File: src/rtl/dac_spi_pkg.sv
// Shared constants, state encoding and frame builder for the MCP4801-style DAC SPI transmitter.
package dac_spi_pkg;

    localparam int         FRAME_BITS  = 16;
    localparam int         PAD_BITS    = 4;
    localparam logic [3:0] DEFAULT_CMD = 4'b0011;
    localparam int         LDAC_WIDTH  = 2;

    typedef enum logic [2:0] {
        ST_IDLE     = 3'd0,
        ST_SETUP    = 3'd1,
        ST_SHIFT_HI = 3'd2,
        ST_SHIFT_LO = 3'd3,
        ST_GAP      = 3'd4,
        ST_LDAC     = 3'd5
    } state_t;

    function automatic logic [FRAME_BITS-1:0] build_frame(input logic [3:0] cmd,
                                                          input logic [7:0] code);
        return {cmd, code, {PAD_BITS{1'b0}}};
    endfunction

endpackage

File: src/rtl/spi_half_tick.sv
// SCLK half-period timer: reloaded by restart on each FSM state entry, tick marks the last cycle of a phase.
module spi_half_tick
    import dac_spi_pkg::*;
#(
    parameter int CLK_DIV = 2
) (
    input  logic i_clk,
    input  logic i_reset,
    input  logic i_restart,
    output logic o_tick
);

    localparam int CNT_W = $clog2(CLK_DIV + 1);

    logic [CNT_W-1:0] r_cnt;

    // Loading CLK_DIV-1 makes a phase last exactly CLK_DIV cycles, including CLK_DIV=1.
    always_ff @(posedge i_clk or posedge i_reset) begin
        if (i_reset) begin
            r_cnt <= '0;
        end else if (i_restart) begin
            r_cnt <= CNT_W'(CLK_DIV - 1);
        end else if (r_cnt != '0) begin
            r_cnt <= r_cnt - CNT_W'(1);
        end
    end

    assign o_tick = (r_cnt == '0);

endmodule

File: src/rtl/dac_spi_tx.sv
// SPI mode-0 master sending {CMD, code, 0000} frames to an 8-bit DAC.
// Optional DAC_LDAC_PULSE_EN adds an ldac_n strobe state after the chip-select gap.
module dac_spi_tx
    import dac_spi_pkg::*;
#(
    parameter int         CLK_DIV  = 2,
    parameter int         CS_HIGH  = 4,
    parameter logic [3:0] CMD_BITS = DEFAULT_CMD
) (
    input  logic       clk,
    input  logic       reset,
    input  logic       spi_start,
    input  logic [7:0] voltage,
    output logic       busy,
    output logic       done,
    output logic       sclk,
    output logic       mosi,
    output logic       cs_n,
    output logic [2:0] debug_state
`ifdef DAC_LDAC_PULSE_EN
    ,
    output logic       ldac_n
`endif
);

    localparam int AUX_MAX = (CS_HIGH > LDAC_WIDTH) ? CS_HIGH : LDAC_WIDTH;
    localparam int AUX_W   = $clog2(AUX_MAX + 1);

    state_t                  r_state;
    state_t                  w_next_state;
    logic [FRAME_BITS-1:0]   r_shift;
    logic [4:0]              r_bit_cnt;
    logic [AUX_W-1:0]        r_aux_cnt;
    logic                    r_done;
    logic                    w_tick;
    logic                    w_restart;

    assign w_restart = (w_next_state != r_state);

    spi_half_tick #(
        .CLK_DIV (CLK_DIV)
    ) u_half_tick (
        .i_clk     (clk),
        .i_reset   (reset),
        .i_restart (w_restart),
        .o_tick    (w_tick)
    );

    always_ff @(posedge clk or posedge reset) begin
        if (reset) begin
            r_state <= ST_IDLE;
        end else begin
            r_state <= w_next_state;
        end
    end

    always_comb begin
        w_next_state = r_state;
        sclk         = 1'b0;
        cs_n         = 1'b1;
        mosi         = 1'b0;
        busy         = 1'b1;
        case (r_state)
            ST_IDLE: begin
                busy = 1'b0;
                if (spi_start) begin
                    w_next_state = ST_SETUP;
                end
            end
            ST_SETUP: begin
                cs_n = 1'b0;
                mosi = r_shift[FRAME_BITS-1];
                if (w_tick) begin
                    w_next_state = ST_SHIFT_HI;
                end
            end
            ST_SHIFT_HI: begin
                cs_n = 1'b0;
                sclk = 1'b1;
                mosi = r_shift[FRAME_BITS-1];
                if (w_tick) begin
                    w_next_state = ST_SHIFT_LO;
                end
            end
            ST_SHIFT_LO: begin
                cs_n = 1'b0;
                mosi = r_shift[FRAME_BITS-1];
                if (w_tick) begin
                    w_next_state = (r_bit_cnt < 5'(FRAME_BITS)) ? ST_SHIFT_HI : ST_GAP;
                end
            end
            ST_GAP: begin
                if (r_aux_cnt == AUX_W'(CS_HIGH - 1)) begin
`ifdef DAC_LDAC_PULSE_EN
                    w_next_state = ST_LDAC;
`else
                    w_next_state = ST_IDLE;
`endif
                end
            end
            ST_LDAC: begin
                if (r_aux_cnt == AUX_W'(LDAC_WIDTH - 1)) begin
                    w_next_state = ST_IDLE;
                end
            end
            default: begin
                busy         = 1'b0;
                w_next_state = ST_IDLE;
            end
        endcase
    end

    // The shift happens on leaving SHIFT_HI so the next bit is already on mosi while sclk is low.
    always_ff @(posedge clk or posedge reset) begin
        if (reset) begin
            r_shift   <= '0;
            r_bit_cnt <= '0;
        end else if (r_state == ST_IDLE && spi_start) begin
            r_shift   <= build_frame(CMD_BITS, voltage);
            r_bit_cnt <= '0;
        end else if (r_state == ST_SHIFT_HI && w_tick) begin
            r_shift   <= {r_shift[FRAME_BITS-2:0], 1'b0};
            r_bit_cnt <= r_bit_cnt + 5'd1;
        end
    end

    always_ff @(posedge clk or posedge reset) begin
        if (reset) begin
            r_aux_cnt <= '0;
        end else if (w_restart) begin
            r_aux_cnt <= '0;
        end else if (r_state == ST_GAP || r_state == ST_LDAC) begin
            r_aux_cnt <= r_aux_cnt + AUX_W'(1);
        end
    end

    // Only GAP or LDAC can return to IDLE, so this marks the first IDLE cycle after a full frame.
    always_ff @(posedge clk or posedge reset) begin
        if (reset) begin
            r_done <= 1'b0;
        end else begin
            r_done <= (r_state != ST_IDLE) && (w_next_state == ST_IDLE);
        end
    end

    assign done        = r_done;
    assign debug_state = r_state;

`ifdef DAC_LDAC_PULSE_EN
    assign ldac_n = (r_state != ST_LDAC);
`endif

endmodule

File: config.mk
export PLATFORM = sky130hd
export DESIGN_NAME = dac_spi_tx
export DESIGN_NICKNAME = d
export VERILOG_FILES = /design/src/rtl/dac_spi_pkg.sv /design/src/rtl/spi_half_tick.sv /design/src/rtl/dac_spi_tx.sv
export SDC_FILE = /design/constraint.sdc
export NUM_CORES = 1
export LEC_CHECK = 0
export ABC_CLOCK_PERIOD_IN_PS = 2180
export BUFFER_PORTS_ARGS = -buffer_cell sky130_fd_sc_hd__buf_2
export CAP_MARGIN = 20
export CORE_MARGIN = 3
export CORE_UTILIZATION = 55
export DETAILED_ROUTE_END_ITERATION = 8
export PLACE_DENSITY_LB_ADDON = 0.2
export SETUP_SLACK_MARGIN = 0.2
export SYNTH_ARGS = -nofsm -noshare
export SYNTH_HDL_FRONTEND = slang
export SYNTH_SLANG_ARGS = --single-unit
File: constraint.sdc
create_clock -name clk -period 2.18 [get_ports clk]
set_input_delay 0.436 -clock clk [delete_from_list [all_inputs] [get_ports clk]]
set_output_delay 0.436 -clock clk [all_outputs]
set_load 0.005 [all_outputs]
==> run metrics, run 1 <==
WP data required between 1500 and 2000 ps; # IOs 19; Overflow after GRT 0; CTS tree done; unrepaired setup endpoints after global routing no; # diodes 0; Buf/Inv on CP 2; CP Class reg -> out; vias in the first global route 898; vias post-DR 959; IR drop worst, VDD roughly 620 uV; Detailed Place HPWL 1530 um; met3 Usage GRT 0.0327; Rows 16; Setup Viol. Count Final 0; Hold Fails Final Rpt 0; Worst setup SP type register; yosys warns 0; Max Root-Sink Buffers 2; r2r endpoint r_bit_cnt[3]; full die area 2970 um^2; CTS Sinks 26; area grow syn2layout 11.2%; Clock Latency Late Sink 320 ps; final WL ~2200 um; GRT Overall Usage 0.179; Post-Synthesis Net Count 149; R2R cell count 6; drc violations 0; Iteration-0 DRC Markers 17; pin count of the biggest net entering global routing 27; met2 usage 0.287; Die Height 54.5 um; GR peak layer met2; Slew Limit Fails 0; Slew @ Worst Pin 435 ps; Post CTS Setup Buffer Count 0; Die Wd 54.5 um; HP Class in -> async; final net count 167; initial antenna violation count 0; Non-Filler Instances approximately 180; CTS buffer count 3; Cell Count Post-Placement 172; root buf cell clkbuf_4; routed vias/inst 5.45; Sw Pwr a little over 0.6 mW; R2R Path Start u_half_tick.r_cnt[0]; status finished, final reports clean; Routed Antenna Nets 0; Int Power 1.10 mW; Worst Setup End Kind primary output; share of layout cells above drive strength 1 0.195; Comb power frac 0.348; CTS Hold Bufs 0; CP Cell Sequence inv_1 -> and3_1 -> buf_2; setup TNS 0 ps; met1 Usage GRT 0.227; Min Hold Slack between 100 and 150 ps; Seq cells post-synth 26; cts repair resizes 0; Critical Path Max Stage Delay roughly 600 ps; post-synthesis cell count 132; Final period util 0.857; core area 2080 um^2; Critical Path Slowest Stage Cell dfrtp_1; count of cell types in the netlist 30; Worst EP arrival 1430 ps; Port Buffers 18; Reg power frac 0.461; clock share of power 0.191; PwrDens 1190 nW/um^2; Avg Cell Area, Syn about 10 um^2; setup slack, reg-to-reg 450 ps; Max FO, Critical Path 12; dominant delay contributor by cell family on the critical path flip-flops; maxcap violations 0; final worst path period need 1870 ps; Fmax achieved ~0.54 GHz; Starting Density 0.620; H-tree Lvls 1; RePlAce Congestion between 0.7 and 0.8; DR pass1 iterations 4; static leakage 0.721 nW; first-pass GRT wire length ~3700 um; Avg WL per Cell 12.6 um; Clock transition at path regs 140 ps; Sw Ratio 0.357; Clock Skews 4.10 ps; Final Core Density 0.690; sequential element share of the synthesized area 0.504; Slew headroom 0.710; Synth Cell Area 1290 um^2
## sequential cells by signal, indices dropped and copies added, names as in the netlist
| register | flops |
|---|---|
| u_half_tick.r_cnt | 2 |
| debug_state | 3 |
| r_bit_cnt | 5 |
| r_aux_cnt | 3 |
| done | 1 |
| r_shift | 12 |
## cell type report
class,instances,area [um^2]
sequential,26,651
fill,169,646
timing repair buffer,21,113
multi-input combinational,90,557
clock inverter,1,30.0
clock buffer,3,22.5
inverter,8,30.0
tap,27,33.8
## cell families after synthesis
family          count (synthesis)  synth area share
fa+ha+maj                       6            0.0581
xor+xnor                        6            0.0407
flops                          26             0.504
buf+inv                        16            0.0649
compound gates                 26             0.134
simple gates                   52             0.199
## placed cells by master, fill, tap and decap left out, types with 2 or more instances in the layout
master,netlist,layout
inv_1,8,7
nor3_1,3,3
a31oi_1,3,3
o21ai_1,3,3
ha_1,6,6
a22oi_1,7,7
nand2_1,21,21
buf_2,4,18
nand4_1,3,3
buf_4,1,3
dfrtp_1,26,26
clkbuf_4,0,3
a21oi_1,5,5
nand2b_1,2,2
a22o_1,4,4
nor2_1,15,15
xor2_1,5,5
nor2b_1,2,2
## power groups by stage
| stage | sequential [mW] | clock [mW] | combinational, mW |
|---|---|---|---|
| after floorplan | 0.737 | 0 | 0.528 |
| after global placement | 0.792 | 0 | 0.578 |
| after detailed placement | 0.799 | 0 | 0.599 |
| after CTS | 0.789 | 0.340 | 0.604 |
| after global routing | 0.809 | 0.357 | 0.695 |
| final | 0.790 | 0.327 | 0.597 |
## synth_stat cells
master    count  area share
inv_1         8       0.023
ha_1          6       0.058
dfrtp_1      26        0.50
nand4_1       3       0.015
a22o_1        4       0.027
nor2_2        1      0.0048
o21ai_1       3       0.012
clkbuf_1      1      0.0029
o21a_1        1      0.0058
buf_4         1      0.0058
nand3_1       1      0.0039
buf_6         2       0.017
and3_1        1      0.0048
and4bb_1      1      0.0097
a31oi_1       3       0.015
a211oi_1      1      0.0058
nor2b_1       2      0.0097
nand2b_1      2      0.0097
xnor2_1       1      0.0068
xor2_1        5       0.034
nand2_1      21       0.061
nor2_1       15       0.044
a21oi_1       5       0.019
a22oi_1       7       0.041
o21ai_0       1      0.0039
nor4b_4       1       0.018
nor3_1        3       0.012
and4_1        1      0.0068
o22ai_1       1      0.0048
buf_2         4       0.016
## per-layer routing
| metal | up-vias | wire [um] |
|---|---|---|
| li1 | 480 | - |
| met1 | 451 | 1030 |
| met2 | 23 | 1030 |
| met3 | 5 | 106 |
| met4 | 0 | 54 |
| met5 | - | 0 |
## stage by stage
step                instance area [um^2]  power [mW]  worst slack (ps)
floorplan                           1290        1.26               606
detailed placement                  1380        1.40               377
finish                              1440        1.71               311
global placement                    1380        1.37               467
global route                        1440        1.86               203
CTS                                 1440        1.73               253
## how the worst max path moves through the flow
| stage | start | to | cells past startpoint |
|---|---|---|---|
| 5_1_grt | debug_state[2] | mosi | 4 |
| 6_report | debug_state[0] | sclk | 3 |
| 3_5_place_dp | u_half_tick.r_cnt[0] | r_bit_cnt[3] | 6 |
| 4_1_cts | debug_state[2] | mosi | 4 |
| 3_3_place_gp | u_half_tick.r_cnt[0] | r_shift[4] | 5 |
| 2_1_floorplan | u_half_tick.r_cnt[0] | r_shift[14] | 8 |
## worst reg2reg max path: stages, from the launching register on
cell      delay (ps)
dfrtp_1          410
inv_1             90
ha_1             330
and4bb_2         440
nand4_1          150
xor2_1           160
nor2_1            60
No activity file was read; power rests on OpenSTA's default activity.
==> run 2, diff against run 1 <==
Settings changed: CORE_UTILIZATION 55 to 56, PLACE_DENSITY set to 0.78, PLACE_DENSITY_LB_ADDON 0.2 to not set, SYNTH_HIERARCHICAL set to 1.
==> run metrics, run 2 <==
Clock Latency Late Sink 320 ps; PwrDens 1210 nW/um^2; Avg Cell Area, Syn roughly 11 um^2; Routed Antenna Nets 0; setup ws final 299 ps; Rows 17; Slew @ Worst Pin 493 ps; RePlAce Congestion between 0.8 and 0.9; Top reg by flops r_shift; Slew headroom 0.671; Die Wd 55.4 um; CTS tree done; yosys warns 6; GRT Overall Usage 0.187; first-pass GRT wire length between 4000 and 5000 um; Sequential Area roughly 650 um^2; WP data required 1740 ps; share of layout cells above drive strength 1 0.240; top flop regs r_shift (12), r_bit_cnt (5); mux cell area share after synthesis 0.0311; routed vias/inst 5.70; Multi-input gate area 654 um^2; unrepaired setup endpoints after global routing no; EDFF count, synth 0; Post-Synth Adder-Cell Area 0.0457; Clock Skews around 3.6 ps; final net count 167; Detailed Place HPWL between 2000 and 2500 um; Avg WL per Cell 15.4 um; initial antenna violation count 0; largest family of logic cells by synthesized area simple AND/OR/NAND/NOR gates; pin count of the biggest net entering global routing 21; Clock transition at path regs 140 ps; HP Class in -> reg; vias post-DR 1014; Worst EP arrival 1440 ps; final worst path period need roughly 1900 ps; Starting Density 0.607; vias in the first global route 1011; Int Power 1.22 mW; Comb power frac 0.392; area grow syn2layout 15.1%; final WL 2740 um; CTS Sinks 26; static leakage roughly 0.73 nW; core area 2250 um^2; CP Class reg -> out; post-synthesis cell count between 100 and 150; drc violations 0; most frequent cells in the layout 24 x dfrtp_1, 18 x buf_2, 10 x and2_1; Final Core Density 0.698; max reg flops 12; Reg power frac 0.436; most frequent cell after synthesis dfrtp_1; H-tree Lvls 1; Final period util 0.863; Slew Limit Fails 0; Sw Ratio 0.363; Setup Viol. Count Final 0; Die Height roughly 55 um; Iteration-0 DRC Markers 22; CTS buffer count 3; Post-Synth Simple-Gate Area 0.229; Sw Pwr between 0.6 and 0.7 mW; Max Root-Sink Buffers 2; Synth Area in Compound Gates 0.165; count of cell types in the netlist 40; setup TNS 0 ps; DR pass1 iterations 4; Place WS 367 ps; Min Hold Slack 358 ps; maxcap violations 0; Fillers 180; post-synthesis async set-or-reset flop share 1.00; Post-Synthesis Net Count 144; status finished, final reports clean; Yosys top cell by area dfrtp_1; Fmax achieved 0.532 GHz; Worst Setup End Kind primary output; Max FO, Critical Path 20; Hold Fails Final Rpt 0; clock share of power 0.172; full die area 3070 um^2; # diodes 0; synth cell count leaders 26 x dfrtp_1, 10 x and2_1, 9 x inv_1; Synth area leaders dfrtp_1 48%, a221o_1 5.1%, and2_1 4.6%; Seq cells post-synth 26; Synth Cell Area 1370 um^2; # IOs 19; IR drop worst, VDD 788 uV; Worst setup SP type register; sequential element share of the synthesized area 0.476; Port Buffers 18; Top FF cell, synth dfrtp_1; commonest non-fill, non-tap cell in the layout dfrtp_1; Synth Area in XOR/XNOR 0.00640; top cell type's share of synthesized area 0.476; root buf cell clkbuf_4; Overflow after GRT 0
-- run 2: repair_timing --
item	CTS	global route
endpoints found under the hold margin	2	0
buffers inserted	0	2
pin swaps	0	0
setup endpoints to repair	2	2
hold buffers	1	0
gates resized for setup	2	1
gates cloned	0	0
-- run 2: kinds of logic (layout without fill, tap and decap cells) --
kind of cell	count (synthesis)	after routing
simple gates	47	47
compound gates	29	29
flops	26	26
buf+inv	16	38
fa+ha+maj	5	5
mux	4	4
xor+xnor	1	1
-- run 2: per-layer routing --
layer  global-route usage  vias up  wire length, um
li1                     -      513                -
met1                0.271      482             1340
met2                0.289       15             1300
met3               0.0257        4               82
met4               0.0556        0               25
met5                    0        -                0
-- run 2: final timing paths --
path | from | to | slack (ps) | depth (start not counted)
worst max-delay path | debug_state[0] | sclk | 300 | 3
worst min-delay path | voltage[0] | r_shift[4] | 360 | 2
worst max register to register | u_half_tick/r_cnt[0] | r_bit_cnt[4] | 450 | 5
worst min register to register | r_shift[14] | r_shift[15] | 510 | 1
max in group asynchronous | reset | r_shift[7] | 1010 | 4
min in group asynchronous | reset | u_half_tick/r_cnt[0] | 510 | 3
-- run 2: final cells by class --
type / count / area share
Clock buffer: 3 / 0.0143
Clock inverter: 1 / 0.0191
Sequential cell: 26 / 0.415
Timing Repair Buffer: 25 / 0.0922
Inverter: 9 / 0.0215
Tap cell: 28 / 0.0223
Multi-Input combinational cell: 86 / 0.416
-- run 2: power groups by stage --
stage	Clock (mW)	Combinational, mW	Sequential [mW]
2_1_floorplan	0	0.624	0.742
3_3_place_gp	0	0.706	0.826
3_5_place_dp	0	0.740	0.840
4_1_cts	0.340	0.748	0.832
5_1_grt	0.366	0.834	0.863
6_report	0.328	0.749	0.834
-- run 2: metrics by stage --
stage / cell area, um^2 / power (mW) / instances
after global routing: 1570 / 2.06 / 178
final: 1570 / 1.91 / 178
after floorplan: 1370 / 1.37 / 128
after global placement: 1490 / 1.53 / 171
after CTS: 1560 / 1.92 / 176
after detailed placement: 1490 / 1.58 / 171
-- run 2: worst max-delay path, stage by stage, from the launching register on --
cell and delay [ps]:
dfrtp_2 560, nor2_1 300, and2_1 170, buf_2 100
